--- config.mk ---
export PLATFORM = sky130hd
export DESIGN_NAME = mag_sq_odd_stream
export DESIGN_NICKNAME = d
export VERILOG_FILES = /design/src/rtl/mag_sq_pkg.sv /design/src/rtl/odd_sum_step.sv /design/src/rtl/mag_sq_odd_stream.sv
export SDC_FILE = /design/constraint.sdc
export NUM_CORES = 1
export LEC_CHECK = 0
export ABC_CLOCK_PERIOD_IN_PS = 9800
export CELL_PAD_IN_SITES_DETAIL_PLACEMENT = 1
export CELL_PAD_IN_SITES_GLOBAL_PLACEMENT = 1
export CORE_ASPECT_RATIO = 1.75
export CORE_UTILIZATION = 30
export DETAILED_ROUTE_END_ITERATION = 8
export PLACE_DENSITY_LB_ADDON = 0.15
export SYNTH_ARGS = -nofsm -noshare
export SYNTH_HDL_FRONTEND = slang
export SYNTH_HIERARCHICAL = 1
export SYNTH_SLANG_ARGS = --single-unit
--- constraint.sdc ---
create_clock -name clk -period 9.8 [get_ports clk]
set_input_delay 1.96 -clock clk [delete_from_list [all_inputs] [get_ports clk]]
set_output_delay 1.96 -clock clk [all_outputs]
set_load 0.01 [all_outputs]
--- src/rtl/mag_sq_pkg.sv ---
// mag_sq_pkg: shared FSM states and helpers for the odd-sum magnitude-squared stream
package mag_sq_pkg;
  typedef enum logic [1:0] {ST_IDLE = 2'd0, ST_RUN = 2'd1, ST_DONE = 2'd2} state_t;
  function automatic int unsigned min_u(input int unsigned a, input int unsigned b);
    return (a < b) ? a : b;
  endfunction
  function automatic logic [63:0] abs_s(input logic signed [63:0] x);
    return x[63] ? 64'(-x) : 64'(x);
  endfunction
endpackage

--- src/rtl/odd_sum_step.sv ---
// odd_sum_step: adds up to STEP consecutive odd terms (2k+1) to a running square
module odd_sum_step
  import mag_sq_pkg::*;
#(
  parameter int DATA_W = 16,
  parameter int STEP   = 4
) (
  input  logic [DATA_W-1:0]   n,
  input  logic [DATA_W-1:0]   k,
  input  logic [2*DATA_W-1:0] acc,
  output logic [DATA_W-1:0]   k_next,
  output logic [2*DATA_W-1:0] acc_next,
  output logic                done
);
  localparam int AW = 2 * DATA_W;
  logic [DATA_W-1:0] rem;
  logic [AW-1:0] chain [STEP+1];
  assign rem = n - k;
  assign chain[0] = acc;
  for (genvar i = 0; i < STEP; i++) begin : g_t
    assign chain[i+1] = chain[i] + ((DATA_W'(i) < rem) ? (((AW'(k) + AW'(i)) << 1) + AW'(1)) : '0);
  end
  assign acc_next = chain[STEP];
  assign k_next = k + DATA_W'(min_u(32'(STEP), 32'(rem)));
  assign done = k_next == n;
endmodule

--- src/rtl/mag_sq_odd_stream.sv ---
// mag_sq_odd_stream: streaming Re^2+Im^2 by odd-number accumulation with valid/ready and tag
module mag_sq_odd_stream
  import mag_sq_pkg::*;
#(
  parameter int DATA_W = 16,
  parameter int STEP   = 4,
  parameter int TAG_W  = 8
) (
  input  logic                     clk,
  input  logic                     rst_n,
  input  logic                     in_valid,
  output logic                     in_ready,
  input  logic signed [DATA_W-1:0] in_r,
  input  logic signed [DATA_W-1:0] in_i,
  input  logic [TAG_W-1:0]         in_tag,
  output logic                     out_valid,
  input  logic                     out_ready,
  output logic [2*DATA_W-1:0]      out_mag_sq,
  output logic [TAG_W-1:0]         out_tag,
  output logic                     busy
);
  localparam int AW = 2 * DATA_W;
  state_t state, state_nx;
  logic live, take, zero_in, fin, done_r, done_i;
  logic [DATA_W-1:0] a_r, a_i, n_r, n_i, k_r, k_i, k_r_nx, k_i_nx;
  logic [AW-1:0] acc_r, acc_i, acc_r_nx, acc_i_nx;
  logic [TAG_W-1:0] tag_q;
  assign a_r = DATA_W'(abs_s(64'(in_r)));
  assign a_i = DATA_W'(abs_s(64'(in_i)));
  assign zero_in = (a_r == '0) && (a_i == '0);
  assign in_ready = live && ((state == ST_IDLE) || ((state == ST_DONE) && out_ready));
  assign take = in_valid && in_ready;
  assign fin = (state == ST_RUN) && done_r && done_i;
  assign busy = state == ST_RUN;
  odd_sum_step #(.DATA_W(DATA_W), .STEP(STEP)) u_re (
    .n(n_r), .k(k_r), .acc(acc_r), .k_next(k_r_nx), .acc_next(acc_r_nx), .done(done_r)
  );
  odd_sum_step #(.DATA_W(DATA_W), .STEP(STEP)) u_im (
    .n(n_i), .k(k_i), .acc(acc_i), .k_next(k_i_nx), .acc_next(acc_i_nx), .done(done_i)
  );
  always_comb begin
    state_nx = state;
    if (state == ST_RUN) state_nx = fin ? ST_DONE : ST_RUN;
    else if (take) state_nx = zero_in ? ST_DONE : ST_RUN;
    else if ((state == ST_DONE) && out_ready) state_nx = ST_IDLE;
  end
  always_ff @(posedge clk) begin
    if (!rst_n) begin
      state      <= ST_IDLE;
      live       <= 1'b0;
      n_r        <= '0;
      n_i        <= '0;
      k_r        <= '0;
      k_i        <= '0;
      acc_r      <= '0;
      acc_i      <= '0;
      tag_q      <= '0;
      out_valid  <= 1'b0;
      out_mag_sq <= '0;
      out_tag    <= '0;
    end else begin
      state <= state_nx;
      live  <= 1'b1;
      if (take) begin
        n_r   <= a_r;
        n_i   <= a_i;
        tag_q <= in_tag;
        k_r   <= '0;
        k_i   <= '0;
        acc_r <= '0;
        acc_i <= '0;
      end else if (state == ST_RUN) begin
        k_r   <= k_r_nx;
        k_i   <= k_i_nx;
        acc_r <= acc_r_nx;
        acc_i <= acc_i_nx;
      end
      if (fin) begin
        out_valid  <= 1'b1;
        out_mag_sq <= acc_r_nx + acc_i_nx;
        out_tag    <= tag_q;
      end else if (take && zero_in) begin
        out_valid  <= 1'b1;
        out_mag_sq <= '0;
        out_tag    <= in_tag;
      end else if (out_ready) begin
        out_valid <= 1'b0;
      end
    end
  end
endmodule

==> results of run 1 <==
-- kinds of logic (layout without fill, tap and decap cells) --
logic type               count (synthesis)  in the layout  share of synthesized area
other                                    2             24                   0.000373
flip-flops                             180            180                      0.179
AND/OR/NAND/NOR                        944            944                      0.223
buffers and inverters                  299            419                     0.0585
XOR/XNOR                               249            249                      0.112
AO/OA/AOI/OAI                          630            630                      0.208
adder cells (fa/ha/maj)                263            263                      0.204
multiplexers                            28             28                     0.0147
-- per-stage QoR --
stage                     power [W]  TNS [ns]   util  instances  worst slack [ns]
after floorplan             0.00164         0      -       2617             0.577
after global placement      0.00203   -0.0685  0.339       3587           -0.0685
after detailed placement    0.00206    -0.541  0.339       3587            -0.177
after CTS                   0.00284         0  0.348       3619            0.0480
after global routing        0.00300   -0.0166  0.351       3626           -0.0166
final                       0.00280         0  0.351       3626             0.413
-- state kept, by name (all words and copies together) (netlist names) --
register	count
live	1
tag_q	8
acc_r	32
out_tag	8
k_i	16
state	2
n_i	16
out_mag_sq	32
k_r	16
n_r	16
acc_i	32
out_valid	1
-- timing repair --
item / CTS / global route
setup endpoints to repair: 5 / 13
pin swaps: 0 / 11
buffers inserted: 0 / 7
gates cloned: 0 / 0
gates resized for setup: 5 / 30
-- final timing paths --
check / depth (start not counted) / end / start / slack (ns)
worst max-delay path: 38 / out_mag_sq[31] / n_r[0] / 0.41
worst min-delay path: 2 / out_mag_sq[25] / out_mag_sq[25] / 0.45
worst max register to register: 38 / out_mag_sq[31] / n_r[0] / 0.41
worst min register to register: 2 / out_mag_sq[25] / out_mag_sq[25] / 0.45
-- cells in the mapped netlist, types with 23 or more instances --
master	instances	area (sq um)
clkbuf_1	74	278
o211a_1	29	290
nor2b_1	50	313
ha_1	154	1930
and2_1	23	144
xnor2_1	176	1540
nand4_1	36	225
xor2_1	67	587
a21o_1	37	278
nand2b_1	33	206
dfxtp_1	180	3600
fa_1	109	2180
nor3_1	52	260
inv_1	186	698
a31oi_1	24	150
o21ai_0	90	450
a21oi_1	237	1190
nor2_1	184	691
nand3_1	56	280
or3_1	25	156
nand2_1	400	1500
-- power by group through the flow --
stage | combinational [W] | clock [W] | sequential (W)
CTS | 0.00127 | 0.000789 | 0.000782
floorplan | 0.000846 | 0 | 0.000791
global route | 0.00140 | 0.000813 | 0.000785
detailed placement | 0.00126 | 0 | 0.000800
finish | 0.00127 | 0.000754 | 0.000782
global placement | 0.00123 | 0 | 0.000799
-- worst max-delay path, delay by kind of cell, from the launching register on --
kind            cells  cell delay, ns
fa+ha+maj           7            2.81
flops               1            0.32
compound gates     13            2.83
simple gates       10            2.15
buf+inv             6            0.55
xor+xnor            2            0.68
-- final cells by class --
class	instances	area (sq um)	area share
Clock inverter	15	168	0.00720
Clock buffer	17	425	0.0183
Tap cell	889	1110	0.0478
Timing Repair Buffer	194	1670	0.0717
Inverter	193	726	0.0312
Sequential cell	180	3600	0.155
Multi-Input combinational cell	2138	15600	0.669
-- per-layer routing --
| metal | part of all wire | vias to the layer above | routed length (microns) |
|---|---|---|---|
| met5 | 0 | - | 0 |
| met4 | 0.034 | 0 | 2660 |
| met3 | 0.015 | 93 | 1160 |
| met2 | 0.57 | 225 | 44200 |
| met1 | 0.38 | 9574 | 30000 |
| li1 | - | 9172 | - |
-- placed cells by master (no fill, tap or decap), drive strengths merged, types with 17 or more instances in the layout --
master / Yosys / routed
and2: 23 / 23
nand3: 57 / 57
nand4: 36 / 36
or2: 17 / 17
and3: 20 / 20
conb: 2 / 24
xor2: 68 / 68
or3: 26 / 26
a21o: 38 / 38
o21a: 18 / 18
clkbuf: 74 / 17
a21boi: 17 / 17
nor2b: 50 / 50
xnor2: 177 / 177
o21ai: 103 / 103
clkdlybuf4s50: 0 / 85
inv: 189 / 195
ha: 154 / 154
nor3: 53 / 53
a21oi: 240 / 240
buf: 32 / 109
a31oi: 25 / 25
a211oi: 21 / 21
nand2: 400 / 400
nor2: 186 / 186
nand2b: 33 / 33
mux2i: 19 / 19
fa: 109 / 109
o31ai: 19 / 19
o211a: 29 / 29
dfxtp: 180 / 180
==> results.json, run 1 <==
{
  "swShare": 0.428,
  "p_int_w": 0.00160,
  "clk_pin_slew_ns": 0.09,
  "grt_max_degree": 70,
  "die_x_microns": 198,
  "grt_pass1_vias": 20772,
  "synth_flop_cell": "dfxtp_1",
  "leakagePower_nw": 9.92,
  "synth_seq_area_share": 0.179,
  "cts_tree": "done",
  "num_io_pins": 87,
  "cp_slowest_cell": "or4b_2",
  "first_pass_iters": 4,
  "use_met1": 0.243,
  "dp_hpwl_microns": 63500,
  "required_ns": 10.25,
  "ir_drop_mv": 0.156,
  "skew_ns": 0.0155,
  "syn_inst": 2595,
  "cts_htree_levels": 4,
  "initial_core_util": 0.303,
  "switching_power_w": 0.00120,
  "critPathMaxFanout": 7,
  "worst_pin_slew_ns": 0.912,
  "grt_pass1_wl_microns": 121000,
  "layout-drive-gt1-share": 0.0866,
  "busiest_layer": "met2",
  "fp.dieH_microns": 345,
  "seqPwrFrac": 0.279,
  "die-area_sq_um": 68100,
  "slowest_delay_ns": 0.63,
  "fin_crit_sh": 0.958,
  "io_buffers": 86,
  "place.gp.congestion": 0.891,
  "antenna_found_initial": 0,
  "area_growth_pct": 15.8,
  "power.density_nw_per_um2": 120,
  "clockPowerShare": 0.269,
  "ys_ff_latch": 180,
  "min_period_ns": 9.39,
  "coreArea_sq_um": 66300,
  "via_per_inst": 5.26,
  "grt_use_met3": 0.0195,
  "clock_path_buffers": 2,
  "grtUsageMet2": 0.476,
  "routedWlPerCell_microns": 21.5,
  "netlist_area_sq_um": 20100,
  "hold_violations": 0,
  "final_cell_area_sq_um": 23300,
  "p_comb_frac": 0.452,
  "ant_nets": 0,
  "cts_root_buf": "clkbuf_16",
  "worstSetupEndpointType": "flop",
  "routed_wl_microns": 78000,
  "min_path_type": "reg2reg",
  "placed_area_sq_um": 22500,
  "grt-ovfl-total": 0,
  "drt_iter0_markers": 672,
  "setup_viol": 0,
  "cap_violations": 0,
  "synth_warnings": 6,
  "fill_cells": 8097,
  "synthArstFlopShare": 0,
  "cts_num_sinks": 180,
  "hold_slack_ns": 0.452,
  "path_class": "reg2reg",
  "clkLatencyLatePin_ns": 0.50,
  "vias": 19064,
  "max_freq_ghz": 0.107,
  "synth_edf_count": 0,
  "slew_viol_final": 0,
  "ys_types": 109,
  "grt_use_total": 0.235,
  "syn_avg_cell_area_sq_um": 7.75,
  "hold_buffers": 0,
  "crit_path_start_kind": "flop",
  "fp-row-count": 125,
  "cts_buffers": 17,
  "drc_errors": 0,
  "relSlewSlack": 0.392,
  "cp.arrival_ns": 9.84,
  "n_antenna_cell": 0,
  "outcome": "complete, no violations",
  "num-nets-final": 3031
}
No activity file was read; power rests on OpenSTA's default activity.
==> run 2: changes to the inputs <==
--- a/config.mk
+++ b/config.mk
@@ -12,6 +12,7 @@
 export CORE_UTILIZATION = 30
 export DETAILED_ROUTE_END_ITERATION = 8
 export PLACE_DENSITY_LB_ADDON = 0.15
+export SLEW_MARGIN = 20
 export SYNTH_ARGS = -nofsm -noshare
 export SYNTH_HDL_FRONTEND = slang
 export SYNTH_HIERARCHICAL = 1
==> results of run 2 <==
No change in the layout: final DEF, timing and power equal those of run 1.
==> RTL change 1: new RTL, config.mk and constraints of run 2 <==
`DATA_W` is set to 16 in 2 places; all go to 18.
--- a/src/rtl/odd_sum_step.sv
+++ b/src/rtl/odd_sum_step.sv
@@ -4,3 +4,3 @@
 #(
-  parameter int DATA_W = 16,
+  parameter int DATA_W = 18,
   parameter int STEP   = 4
--- a/src/rtl/mag_sq_odd_stream.sv
+++ b/src/rtl/mag_sq_odd_stream.sv
@@ -4,3 +4,3 @@
 #(
-  parameter int DATA_W = 16,
+  parameter int DATA_W = 18,
   parameter int STEP   = 4,
Interface: changed (resized in_i, in_r and out_mag_sq); port bits go from 87 to 95. No check against the original RTL was run, so the function may have changed too.
==> RTL change 1 against run 2 <==
  * Area after synthesis increased by 12%
  * Worst hold slack better by 0.0084 ns
  * Worst setup slack lost 0.016 ns
  * Die area up 12%
  * Wire length up 7.7%
  * Sequential cell count is 20 higher
  * Final area up 14%
  * Total power grew 10%
  * Largest cell class unchanged
==> RTL change 1: results (changes against run 2) <==
[synth]
synthTopCellsByCount=416 x nand2_1, 265 x a21oi_1, 254 x nor2_1
synth_compound_area_frac=0.2128  ; +0.004842
synthMuxAreaShare=0.01047  ; -0.004206
synth-adder-area-share=0.1990  ; -0.005229
synth.area.top_cells=dfxtp_1 18%, fa_1 10%, ha_1 9.5%
synth_xor_area_frac=0.1156  ; +0.003620
yosysUniqueCellTypes=108  ; -0.92%

[sta]
slew_headroom=0.3443  ; -0.04794
finClkSkew_ns=0.01582  ; +0.0002951 ns

[status]
status=completed

[grt]
grt_pass1_wl_um=131200  ; +8.4%
use_met3=0.03051  ; +0.01105
gr-usage-met1=0.2230  ; -0.01988
first_global_vias=23200  ; +12%
gr-usage-met2=0.4384  ; -0.03794
grt_max_degree=79  ; +13%

[power_and_ir_drop]
internal-power_mw=1.809  ; +13%
powerComb_mw=1.43  ; +13%
ir_worst_vdd_mv=0.1379  ; -12%
clkPwrFrac=0.257  ; -0.012

[worst_setup_path]
worstPathArrival_ns=9.82  ; -0.02 ns
ff2ff_path_depth=44  ; +16%
reg2reg_setup_slack_ns=0.40  ; -0.02 ns
critPathMaxStageDelay_ns=0.54  ; -0.09 ns
reg2reg_to=out_mag_sq[32]
crit_slowest_cell=fa_1

[clocking]
clk_latency_ns=0.53  ; +0.03 ns

[cells_and_area]
reg_top3=acc_i x36, acc_r x36, out_mag_sq x36
final_nets=3421  ; +13%
drive_gt1_frac=0.1140  ; +0.02743
fillCellCount=8996  ; +11%

[place]
gp_congestion=0.9143  ; +2.6%
pre_cts_ws_ns=-0.5046  ; -0.3278 ns
dp_hpwl_um=69930  ; +10%

[route]
wirelength_um=84070  ; +7.7%
via_count=21370  ; +12%
drtPass1Iterations=5  ; +1
wl_met3_um=1831  ; +58%
drtIter0Drc=759  ; +13%
dr_wl_met2_um=45720  ; +3.4%
m1WireLength_um=31790  ; +6.0%

[hold_path]
whs_endpoint=acc_i[30]
hold_path.startpoint=acc_i[30]

## RTL change 1: cell types whose count changed in the layout (fill, tap and decap cells not counted), sizes merged, moves of 17 or more
cell and delta:
a22o +31, dfxtp +20, nor3 +22, ha +18, a21oi +26, xnor2 +34
inv -34, nor2 +70, nand2 +17, nand3 +19, buf +76, nor2b -25
## RTL change 1: metrics by stage
step	instance area, µm²	utilization	instances	TNS (ns)	hold slack [ns]
2_1_floorplan	22680	-	2935	0	0.4330
3_3_place_gp	25500	0.3431	3994	-3.413	0.4451
3_5_place_dp	25510	0.3432	3994	-4.837	0.4554
4_1_cts	26180	0.3523	4028	0	0.4666
5_1_grt	26480	0.3562	4034	-0.09301	0.4891
6_report	26480	0.3563	4035	0	0.4608
## RTL change 1: how the worst max path moves through the flow
stage / startpoint / end / slack (ns) / cells past startpoint
floorplan: k_i[6] / out_mag_sq[32] / 0.01 / 41
global placement: n_r[0] / out_mag_sq[26] / -0.37 / 42
detailed placement: n_r[0] / out_mag_sq[35] / -0.50 / 39
CTS: n_i[0] / out_mag_sq[32] / 0.007 / 39
global route: n_i[0] / out_mag_sq[32] / -0.08 / 39
finish: k_r[2] / out_mag_sq[32] / 0.40 / 44
## RTL change 1: repair_timing
item,4_1_cts,5_1_grt
pin swaps,2,24
setup buffers,3,6
resized for setup,9,70
setup endpoints to repair,17,18
## RTL change 1: final cells by class
| class | count | area share |
|---|---|---|
| multi-input combinational | 2429 | 0.6704 |
| sequential | 200 | 0.1514 |
| timing repair buffer | 278 | 0.08855 |
| tap | 938 | 0.04432 |
| inverter | 158 | 0.02259 |
| clock buffer | 21 | 0.01777 |
| clock inverter | 10 | 0.004962 |
| antenna | 1 | 0.00009451 |
==> RTL change 2: new RTL, config.mk and constraints of run 2 <==
Without the edit above. Reset style: asynchronous (`rst_n`), changed in one clocked block.
--- a/src/rtl/mag_sq_odd_stream.sv
+++ b/src/rtl/mag_sq_odd_stream.sv
@@ -46,3 +46,3 @@
   end
-  always_ff @(posedge clk) begin
+  always_ff @(posedge clk or negedge rst_n) begin
     if (!rst_n) begin
Behaviour: differs if rst_n is asserted again (counterexample within 4 cycles, from zero or initial values and one cycle with rst_n low); with rst_n held inactive, the same outputs for 4 cycles.
==> RTL change 2 against run 2 <==
  * Area after synthesis increased by 0.24%
  * Sequential cell count unchanged
  * Final area increased by 4.3%
  * Worst hold slack improved by 0.030 ns
  * Wire length decreased by 1.5%
  * Synthesized cell count decreased by 1.6%
  * Worst setup slack got worse by 0.0029 ns
  * Highest routed layer unchanged
Power is not shown: default switching activity piles up to over one toggle a cycle in this logic, so the estimate is an artifact.
==> RTL change 2: results (changes against run 2) <==
[cells_and_area]
fillCellCount=7982  ; -1.4%
num-multi-input-gates=2096  ; -2.0%
regArea_um2=4504  ; +25%
numSequentialCells=180  ; unchanged
multi_input_area_um2=14800  ; -5.1%
inv_count=196  ; +1.6%
drive_gt1_frac=0.1205  ; +0.03388
n_all_buffers=311  ; +60%
final_nets=3109  ; +2.6%
clock_area_frac=0.02287  ; -0.002592
reg_top3=acc_i x32, acc_r x32, out_mag_sq x32
buf_share=0.1063  ; +0.03460
n_clock_buffer=18  ; +1

[grt]
gr-usage-met2=0.4652  ; -0.01108
first_global_vias=21060  ; +1.4%
gr-usage-met1=0.2317  ; -0.01113
use_met3=0.01707  ; -0.002392
grt_max_degree=82  ; +17%
grt_pass1_wl_um=119800  ; -0.95%
grt_usage=0.2329  ; -0.001899
busiest_layer=met2

[synth]
synthTopCellsByCount=443 x nand2_1, 232 x a21oi_1, 203 x nor2_1
synth-main-ff-cell=dfrtp_1
synth_compound_area_frac=0.1772  ; -0.03071
synth-adder-area-share=0.2038  ; -0.0004816
synth.area.top_cells=dfrtp_1 22%, fa_1 11%, ha_1 9.6%
synth_xor_area_frac=0.1118  ; -0.0002021
synth_seq_area_share=0.2234  ; +0.04425
yosysUniqueCellTypes=91  ; -17%
synthMuxAreaShare=0.01123  ; -0.003447
async_reset_ff_frac=1.000  ; +1.000

[worst_setup_path]
r2r_start=n_i[0]
crit_slowest_cell=fa_1
reg2reg_setup_slack_ns=0.41
critPathMaxStageDelay_ns=0.53  ; -0.10 ns
worstPathArrival_ns=9.79  ; -0.05 ns
start_kind=flop

[route]
drtPass1Iterations=5  ; +1
via_per_inst=5.162  ; -1.8%
wl_met3_um=883  ; -24%
drtIter0Drc=696  ; +3.6%
dr_wl_met2_um=43440  ; -1.8%
wl_per_cell_um=20.77  ; -3.5%
m1WireLength_um=28080  ; -6.4%

[clocking]
ctsResizeCount=3  ; -2
clockRootBuffer=clkbuf_16
cts_max_path_buffers=2  ; unchanged

[sta]
finClkSkew_ns=0.01418  ; -0.001342 ns
tightest_slew_ns=1.048  ; +0.1365 ns

[place]
gp_congestion=0.8671  ; -2.7%
io_buffers=86  ; unchanged
dp_hpwl_um=62420  ; -1.7%

[hold_path]
hold_path.startpoint=tag_q[3]

[status]
status=completed

## RTL change 2: changes by cell type in the layout (fill, tap and decap cells not counted), sizes merged, moves of 24 or more
cell          run 2  this run
xor2             68        93
buf             109       225
dfrtp             0       180
o21ai           103       152
nor2b            50        20
dfxtp           180         0
nand2           400       444
o211a            29         5
## RTL change 2: stage by stage
stage | TNS (ns) | cells | worst slack, ns | cell area [µm²] | hold slack [ns]
floorplan | 0 | 2575 | 0.2542 | 20250 | 0.4454
global placement | 0 | 3667 | 0.01451 | 23480 | 0.4590
detailed placement | -0.1227 | 3667 | -0.06236 | 23490 | 0.4667
CTS | 0 | 3698 | 0.01405 | 24050 | 0.4881
global route | -0.07632 | 3703 | -0.02520 | 24290 | 0.5087
finish | 0 | 3703 | 0.4098 | 24290 | 0.4821
## RTL change 2: critical path, delay by kind of cell (launching register included)
| family | cells | cell delay [ns] |
|---|---|---|
| AOI/OAI and AO/OA | 14 | 2.80 |
| adders and majority gates | 7 | 2.77 |
| buffers and inverters | 15 | 1.91 |
| and+or+nand+nor | 10 | 1.18 |
| DFF | 1 | 0.40 |
| xor gates and xnor gates | 1 | 0.14 |
| muxes | 1 | 0.09 |
## RTL change 2: final timing paths
path / cells after the start / endpoint
hold reg to reg: 2 / tag_q[3]
setup reg to reg: 48 / out_mag_sq[30]
setup / recovery: 48 / out_mag_sq[30]
min in group asynchronous: 1 / out_mag_sq[17]
max in group asynchronous: 2 / n_i[1]
hold / removal: 2 / tag_q[3]
## RTL change 2: logic make-up after synthesis
kind of cell	after synthesis
and+or+nand+nor	950
adders and majority gates	263
other	3
buffers and inverters	299
xor gates and xnor gates	251
AOI/OAI and AO/OA	585
muxes	22
DFF	180
